[src/rtl/multicycle_sequencer.sv]
// multicycle_sequencer
// Multi-cycle control FSM for a simple processor datapath. It owns the PC and
// the instruction register, fetches one instruction at a time over a req/ack
// instruction-memory handshake, decodes it into datapath controls and strobes
// reg_write once per retired instruction.
//
// Optional build feature, selected by the macro PERF_COUNTERS_EN:
//   defined   -> cycle_count / instr_count are live 32-bit counters
//   undefined -> both ports are tied to zero and no counter flops exist
//
// state_dbg exposes the FSM state encoding for observation.

module multicycle_sequencer #(
    parameter logic [31:0] RESET_PC      = 32'h0000_0000,
    parameter int          FETCH_TIMEOUT = 16
) (
    input  logic        clk,
    input  logic        rst,
    input  logic        start,
    output logic        imem_req,
    output logic [31:0] imem_addr,
    input  logic        imem_ack,
    input  logic [31:0] imem_rdata,
    output logic [31:0] pc,
    output logic [31:0] ir,
    output logic [5:0]  opcode,
    output logic [5:0]  funct,
    output logic        alu_src,
    output logic        op_select,
    output logic [3:0]  alu_op,
    output logic        reg_write,
    output logic        halted,
    output logic        fault,
    output logic [1:0]  fault_cause,
    output logic [31:0] cycle_count,
    output logic [31:0] instr_count,
    output logic [2:0]  state_dbg
);

    // Fetch handshake: imem_req is raised on entry to FETCH and stays high,
    // with imem_addr (= pc) stable, until the cycle in which imem_ack is seen
    // at a rising edge; that edge captures imem_rdata and drops imem_req.
    // imem_ack outside FETCH is ignored.

    typedef enum logic [2:0] {
        S_IDLE      = 3'd0,
        S_FETCH     = 3'd1,
        S_DECODE    = 3'd2,
        S_EXECUTE   = 3'd3,
        S_WRITEBACK = 3'd4,
        S_HALTED    = 3'd5,
        S_FAULT     = 3'd6
    } state_t;

    localparam logic [5:0] OP_RTYPE = 6'h00;
    localparam logic [5:0] OP_SHIMM = 6'h01;
    localparam logic [5:0] OP_LDC   = 6'h02;
    localparam logic [5:0] OP_HALT  = 6'h3F;

    localparam logic [1:0] CAUSE_ILLEGAL = 2'b01;
    localparam logic [1:0] CAUSE_TIMEOUT = 2'b10;

    // Timer counts no-ack FETCH cycles; the last allowed value is one short
    // of the limit so that imem_req is high for exactly FETCH_TIMEOUT cycles.
    localparam logic [7:0] TIMER_LAST = 8'(FETCH_TIMEOUT - 1);

    state_t     state;
    logic [7:0] fetch_timer;

    assign imem_addr = pc;
    assign opcode    = ir[31:26];
    assign funct     = ir[5:0];
    assign state_dbg = state;

    // Sequencer FSM: state, PC, IR, fetch timer and all registered controls.
    always_ff @(posedge clk) begin
        if (!rst) begin
            state       <= S_IDLE;
            pc          <= RESET_PC;
            ir          <= 32'h0000_0000;
            fetch_timer <= 8'd0;
            imem_req    <= 1'b0;
            alu_src     <= 1'b0;
            op_select   <= 1'b0;
            alu_op      <= 4'h0;
            reg_write   <= 1'b0;
            halted      <= 1'b0;
            fault       <= 1'b0;
            fault_cause <= 2'b00;
        end else begin
            case (state)
                S_IDLE: begin
                    if (start) begin
                        state    <= S_FETCH;
                        imem_req <= 1'b1;
                    end
                end

                S_FETCH: begin
                    if (imem_ack) begin
                        ir          <= imem_rdata;
                        fetch_timer <= 8'd0;
                        imem_req    <= 1'b0;
                        state       <= S_DECODE;
                    end else if (fetch_timer == TIMER_LAST) begin
                        fetch_timer <= 8'd0;
                        imem_req    <= 1'b0;
                        fault       <= 1'b1;
                        fault_cause <= CAUSE_TIMEOUT;
                        state       <= S_FAULT;
                    end else begin
                        fetch_timer <= fetch_timer + 8'd1;
                    end
                end

                S_DECODE: begin
                    case (ir[31:26])
                        OP_RTYPE: begin
                            alu_src   <= 1'b0;
                            op_select <= 1'b0;
                            alu_op    <= ir[3:0];
                            state     <= S_EXECUTE;
                        end
                        OP_SHIMM: begin
                            alu_src   <= 1'b1;
                            op_select <= 1'b0;
                            alu_op    <= ir[3:0];
                            state     <= S_EXECUTE;
                        end
                        OP_LDC: begin
                            alu_src   <= 1'b0;
                            op_select <= 1'b1;
                            alu_op    <= 4'h0;
                            state     <= S_EXECUTE;
                        end
                        OP_HALT: begin
                            halted <= 1'b1;
                            state  <= S_HALTED;
                        end
                        default: begin
                            fault       <= 1'b1;
                            fault_cause <= CAUSE_ILLEGAL;
                            state       <= S_FAULT;
                        end
                    endcase
                end

                S_EXECUTE: begin
                    // Raise the write strobe so it is high during WRITEBACK only.
                    reg_write <= 1'b1;
                    state     <= S_WRITEBACK;
                end

                S_WRITEBACK: begin
                    reg_write <= 1'b0;
                    pc        <= pc + 32'd4;
                    imem_req  <= 1'b1;
                    state     <= S_FETCH;
                end

                S_HALTED, S_FAULT: begin
                    // Terminal until reset; controls keep their last values.
                    imem_req  <= 1'b0;
                    reg_write <= 1'b0;
                end

                default: begin
                    imem_req  <= 1'b0;
                    reg_write <= 1'b0;
                    state     <= S_IDLE;
                end
            endcase
        end
    end

`ifdef PERF_COUNTERS_EN
    // Performance counters: active cycles and retired instructions.
    always_ff @(posedge clk) begin
        if (!rst) begin
            cycle_count <= 32'd0;
            instr_count <= 32'd0;
        end else begin
            if (state != S_IDLE && state != S_HALTED && state != S_FAULT) begin
                cycle_count <= cycle_count + 32'd1;
            end
            if (state == S_WRITEBACK) begin
                instr_count <= instr_count + 32'd1;
            end
        end
    end
`else
    assign cycle_count = 32'd0;
    assign instr_count = 32'd0;
`endif

endmodule

[config.mk]
export PLATFORM = sky130hd
export DESIGN_NAME = multicycle_sequencer
export DESIGN_NICKNAME = d
export VERILOG_FILES = /design/src/rtl/multicycle_sequencer.sv
export SDC_FILE = /design/constraint.sdc
export NUM_CORES = 1
export LEC_CHECK = 0
export CAP_MARGIN = 40
export CORE_MARGIN = 5
export CORE_UTILIZATION = 35
export CTS_BUF_LIST = sky130_fd_sc_hd__clkbuf_16
export CTS_CLUSTER_DIAMETER = 100
export CTS_CLUSTER_SIZE = 24
export DETAILED_ROUTE_END_ITERATION = 7
export PLACE_DENSITY = 0.71
export SLEW_MARGIN = 20
export SYNTH_ARGS = -nofsm -noshare
export SYNTH_HDL_FRONTEND = slang
export SYNTH_SLANG_ARGS = --single-unit
[constraint.sdc]
create_clock -name clk -period 4.3 [get_ports clk]
set_clock_uncertainty 0.05 [all_clocks]
set_input_delay 0.43 -clock clk [delete_from_list [all_inputs] [get_ports clk]]
set_output_delay 0.43 -clock clk [all_outputs]
set_load 0.01 [all_outputs]
==> qor.txt, run 1 <==
Status: finished, final reports clean
Peak supply drop: 0.169 mV
Post-CTS setup buffer count: 0
CP required: 4500 ps
# IOs: 223
Tmin final: 2630 ps
Vias after detailed routing: 3924
Yosys reg bits: 85
Maxcap violations: 0
Initial antenna violation count: 0
CORE AREA: 12600 sq um
Clock net sink count: 85
CTS H-Tree Depth: 3
Nets: 679
Clk slew on worst S/H paths: 60 ps
Dpl hpwl: 8680 microns
DRC violation count after routing: 0
Synth-to-layout area growth: 30.7%
Post-synthesis sequential area ratio: 0.382
Final WL: 11600 microns
Area of the multi-input gates: 2030 sq um
Synth Flop Type: dfxtp_1
Grt ovf: 0
Deepest clock path buffer count: 2
I/O Buffers: 154
Via/cell ratio: 4.80
Pin count of the biggest net entering global routing: 43
Initial core utilization: 0.354
Fraction of registers with async set/reset: 0
CP endpoint kind: flip-flop
Antenna viol nets, final: 0
FP Rows: 41
Critical path class: flip-flop to flip-flop
CTS tree: yes
Worst slew pin tran: 675 ps
Area leader, netlist: dfxtp_1
Setup TNS: 0 ps
Design Area, Final: 5820 sq um
Clock latency at the later pin of the worst-skew pair: 330 ps
Mean Syn Cell Area: 8.23 sq um
Root buf cell: clkbuf_16
Yosys warnings: 0
Die height: 123 microns
Die ar.: 15100 sq um
FF/Latch Area: 1700 sq um
Synth top area share: 0.382
Crit path DAT: 2830 ps
Final Setup Violations: 0
GPL Wtd Cong: 0.798
Layout cell share with drive strength beyond 1: 0.0480
Final slew viol count: 0
CP Max Fanout: 18
Critical path startpoint category: flip-flop
Period utilization: 0.612
Highest Clock Rate: 380 MHz
Diode count: 0
Fin util: 0.463
Area contributors post-synth: dfxtp_1 38%, buf_4 19%, nand2_1 7.3%, a21oi_1 6.4%, or4_1 2.2%
Number of flops mapped to enable cells by yosys: 0
RSZ-0062 raised after global routing: false
Mapped Cells: 541
Total Routing Usage GR: 0.145
Post-DP Area: 5550 sq um
Post-synth cell types: 57
1st-iter DRT viols: 365
HP Class: flip-flop to flip-flop
Hold_buf cts: 0
First-pass GRT wire length: 17700 microns
Cell Area, Synth: 4450 sq um
Final hold viol count: 0
Pleak: 2.06 nW
Vias in the first global route: 3536
Fillers: 1230
Die width: 123 microns
Total CTS buffers: 9
First drt pass iteration count: 4
Relative max-transition margin: 0.550
P per Cell Area: 324 nW/um^2
Drt wl/cell: 14.1 microns
CTS resizes: 0
metal layers:
layer  track usage  wire length [microns]
met1         0.183                   4660
met2         0.232                   5470
met3        0.0571                   1290
met4        0.0385                    135
met5             0                      0
power by group:
group          total (W)  internal (W)  leakage, nW  switching [W]
Combinational   0.000334      0.000159         1.25       0.000175
Clock           0.000678      0.000381        0.125       0.000297
Sequential      0.000870      0.000824        0.687      0.0000462
cells in the mapped netlist, drive strengths merged, types with 3 or more instances:
cell	instances
inv	9
nand4	9
xnor2	5
mux2i	3
and2	3
nor4	4
and3	6
or4	13
or3	8
a22oi	4
nand3	10
o211ai	4
and4	4
dfxtp	85
buf	120
xor2	4
nor3	5
o21ai	13
a21oi	57
o31ai	10
nor3b	5
clkbuf	16
o211a	3
nand2	87
nor2	21
sequential cells by signal, summed over array words and instances (netlist names):
signal / flops
ir: 32
reg_write: 1
fault_cause: 2
state_dbg: 3
op_select: 1
alu_op: 4
imem_req: 1
fault: 1
alu_src: 1
halted: 1
imem_addr: 30
fetch_timer: 8
stage by stage:
step / hold WS [ps] / worst slack, ps / total power (W) / cells
2_1_floorplan: 394 / 2400 / 0.00112 / 608
3_3_place_gp: 392 / 1780 / 0.00121 / 800
3_5_place_dp: 399 / 1670 / 0.00122 / 801
4_1_cts: 406 / 1670 / 0.00191 / 817
5_1_grt: 430 / 1420 / 0.00198 / 818
6_report: 407 / 1670 / 0.00188 / 818
worst max-delay path: stages, from the launching register on:
cell,delay [ps]
dfxtp_1,750
and4bb_2,380
nand4_1,500
or4_1,690
a21oi_1,170
worst paths after layout:
check | slack, ps | depth (start not counted) | start | end
worst min-delay path | 410 | 2 | ir[7] | ir[7]
worst max-delay path | 1670 | 4 | state_dbg[2] | imem_addr[28]
worst max register to register | 1670 | 4 | state_dbg[2] | imem_addr[28]
worst min register to register | 410 | 2 | ir[7] | ir[7]
kinds of logic after synthesis:
group	count (synthesis)	share of synthesized area
AOI/OAI and AO/OA	107	0.146
xor gates and xnor gates	9	0.0177
adders and majority gates	2	0.00562
buffers and inverters	145	0.218
DFF	85	0.382
muxes	4	0.00927
other	1	0.000842
and+or+nand+nor	188	0.220
cell type report:
class	instances	share of cell area
Timing Repair Buffer	158	0.271
Inverter	9	0.00581
Clock buffer	9	0.0387
Tap cell	172	0.0370
Multi-Input combinational cell	378	0.349
Clock inverter	7	0.00559
Sequential cell	85	0.293
layout by cell type, fill, tap and decap left out, types with 6 or more instances in the layout:
cell type        count
o31ai_1             10
or4_1               13
a21oi_1             57
dfxtp_1             85
nand2_1             87
or3_1                6
nand4_1              9
inv_1                8
clkbuf_16            9
and3_1               6
nor2_1              21
clkdlybuf4s50_1    154
nand3_1              9
conb_1              68
o21ai_0             13
Power figures use the tool's default switching activity.
==> inputs of run 2 (changes only) <==
- PLACE_DENSITY: 0.71 -> 0.74
- clock period: 4.3 -> 2.4 ns (I/O delays scaled with it)
==> run 2 against run 1 <==
Sequential power is 77% higher. Critical endpoint is now fetch_timer[6]. Register-to-register slack worse by 1400 ps. Critical path depth stayed put. Via count is 0.51% higher. Die area stayed put.
==> qor.txt, run 2 (synthesis gave the netlist of run 1 again) <==
Status: finished, final reports clean
Layout Cells excl Fill: 826
Capture point of the worst path: fetch_timer[6]
Critical path, cell by cell: or3b_4, a211o_1, a31o_1, a311oi_1
First drt pass iteration count: 4
Sw Share: 0.292
R2R Setup Slk: 290 ps
Setup TNS: 0 ps
Via/cell ratio: 4.77
Period utilization: 0.879
Worst R2R Path Depth: 4
Pleak: 2.12 nW
CP required: 2610 ps
Pin count of the biggest net entering global routing: 60
CTS H-Tree Depth: 3
Int Power: 0.00250 W
Final Setup Violations: 0
Critical path startpoint category: flip-flop
WP buf/inv: 0
Highest Clock Rate: 474 MHz
Reg with most FFs: ir
RSZ-0062 raised after global routing: false
Initial core utilization: 0.354
Reg2reg start: state_dbg[0]
First-pass GRT wire length: 18000 microns
Clock latency at the later pin of the worst-skew pair: 350 ps
Post-placement cell count: 810
Clock net sink count: 85
I/O Buffers: 154
Crit path DAT: 2310 ps
Peak supply drop: 0.574 mV
Grt ovf: 0
Commonest non-fill, non-tap cell in the layout: clkdlybuf4s50_1
CTS resizes: 0
Worst slew pin tran: 570 ps
CORE AREA: 12600 sq um
Switching power: 0.00103 W
Vias in the first global route: 3772
Sequential power share: 0.436
# IOs: 223
Final hold viol count: 0
Critical path class: flip-flop to flip-flop
P per Cell Area: 597 nW/um^2
R2R Path End: fetch_timer[6]
Relative max-transition margin: 0.619
Clk slew on worst S/H paths: 70 ps
Post-CTS setup buffer count: 0
Antenna viol nets, final: 0
Vias after detailed routing: 3944
Deepest clock path buffer count: 2
Initial antenna violation count: 0
Dpl hpwl: 8840 microns
CTS tree: yes
Die ar.: 15100 sq um
Most frequent cells in the layout: 154 x clkdlybuf4s50_1, 87 x nand2_1, 85 x dfxtp_1, 68 x conb_1, 57 x a21oi_1
Tmin final: 2110 ps
Final slew viol count: 0
HP Class: primary input to flip-flop
Diode count: 0
Final WL: 11900 microns
Layout cell share with drive strength beyond 1: 0.0642
CP endpoint kind: flip-flop
DRC violation count after routing: 0
Delay-heaviest family, CP: compound AO/OA/AOI/OAI gates
Share of total power in the clock network: 0.382
Combinational share of power: 0.182
Total CTS buffers: 9
Synth-to-layout area growth: 32.8%
Total Power: 0.00353 W
1st-iter DRT viols: 231
Critical path's largest stage delay: 570 ps
Hold_buf cts: 0
Die height: 123 microns
Smallest hold slack: 378 ps
Crit path launch: state_dbg[0]
Nets: 687
CP Max Fanout: 15
Critical path depth in cells: 4
Maxcap violations: 0
Largest register FFs: 32
Crit-path slowest cell: dfxtp_1
FP Rows: 41
Total Routing Usage GR: 0.151
Die width: 123 microns
Root buf cell: clkbuf_16
Drt wl/cell: 14.4 microns
Fin util: 0.470
GPL Wtd Cong: 0.832
run 2: cell count changes in the layout (fill, tap and decap cells not counted), moves of 2 or more:
cell	delta
buf_4	+9
clkinv_4	+2
inv_6	+3
clkinv_2	-2
clkinv_1	-4
run 2: layout make-up:
cell class	instances	area, sq um
Fill cell	1212	6660
Multi-Input combinational cell	378	2030
Sequential cell	85	1700
Timing Repair Buffer	166	1640
Clock buffer	9	225
Tap cell	172	215
Clock inverter	7	58.8
Inverter	9	33.8
run 2: worst min-delay path, stage by stage:
cell and delay [ps]:
clkdlybuf4s50_1 390, nand2_1 50, a21oi_1 50
run 2: worst min-delay path by stage:
stage	start	endpoint	slack (ps)	cells past startpoint
after floorplan	imem_rdata[10]	ir[10]	330	2
after global routing	imem_rdata[13]	ir[13]	380	3
after global placement	ir[19]	ir[19]	390	2
final	imem_rdata[29]	ir[29]	380	3
after CTS	imem_rdata[29]	ir[29]	360	3
after detailed placement	ir[25]	ir[25]	400	2
run 2: layer usage:
layer	share of wire	GRT usage	vias up
met4	0.013	0.0567	0
met5	0	0	-
met1	0.40	0.172	1846
met2	0.48	0.254	177
li1	-	-	1910
met3	0.10	0.0618	11
run 2: metrics by stage:
step	worst slack (ps)	instance area (sq um)
3_3_place_gp	455	5630
2_1_floorplan	497	4700
6_report	292	5910
3_5_place_dp	322	5630
4_1_cts	304	5910
5_1_grt	165	5910
run 2: power by group through the flow:
stage          sequential (W)  combinational (W)  clock (W)
2_1_floorplan         0.00158           0.000418          0
3_3_place_gp          0.00156           0.000632          0
3_5_place_dp          0.00157           0.000641          0
4_1_cts               0.00154           0.000644    0.00138
5_1_grt               0.00155           0.000702    0.00144
6_report              0.00154           0.000643    0.00135
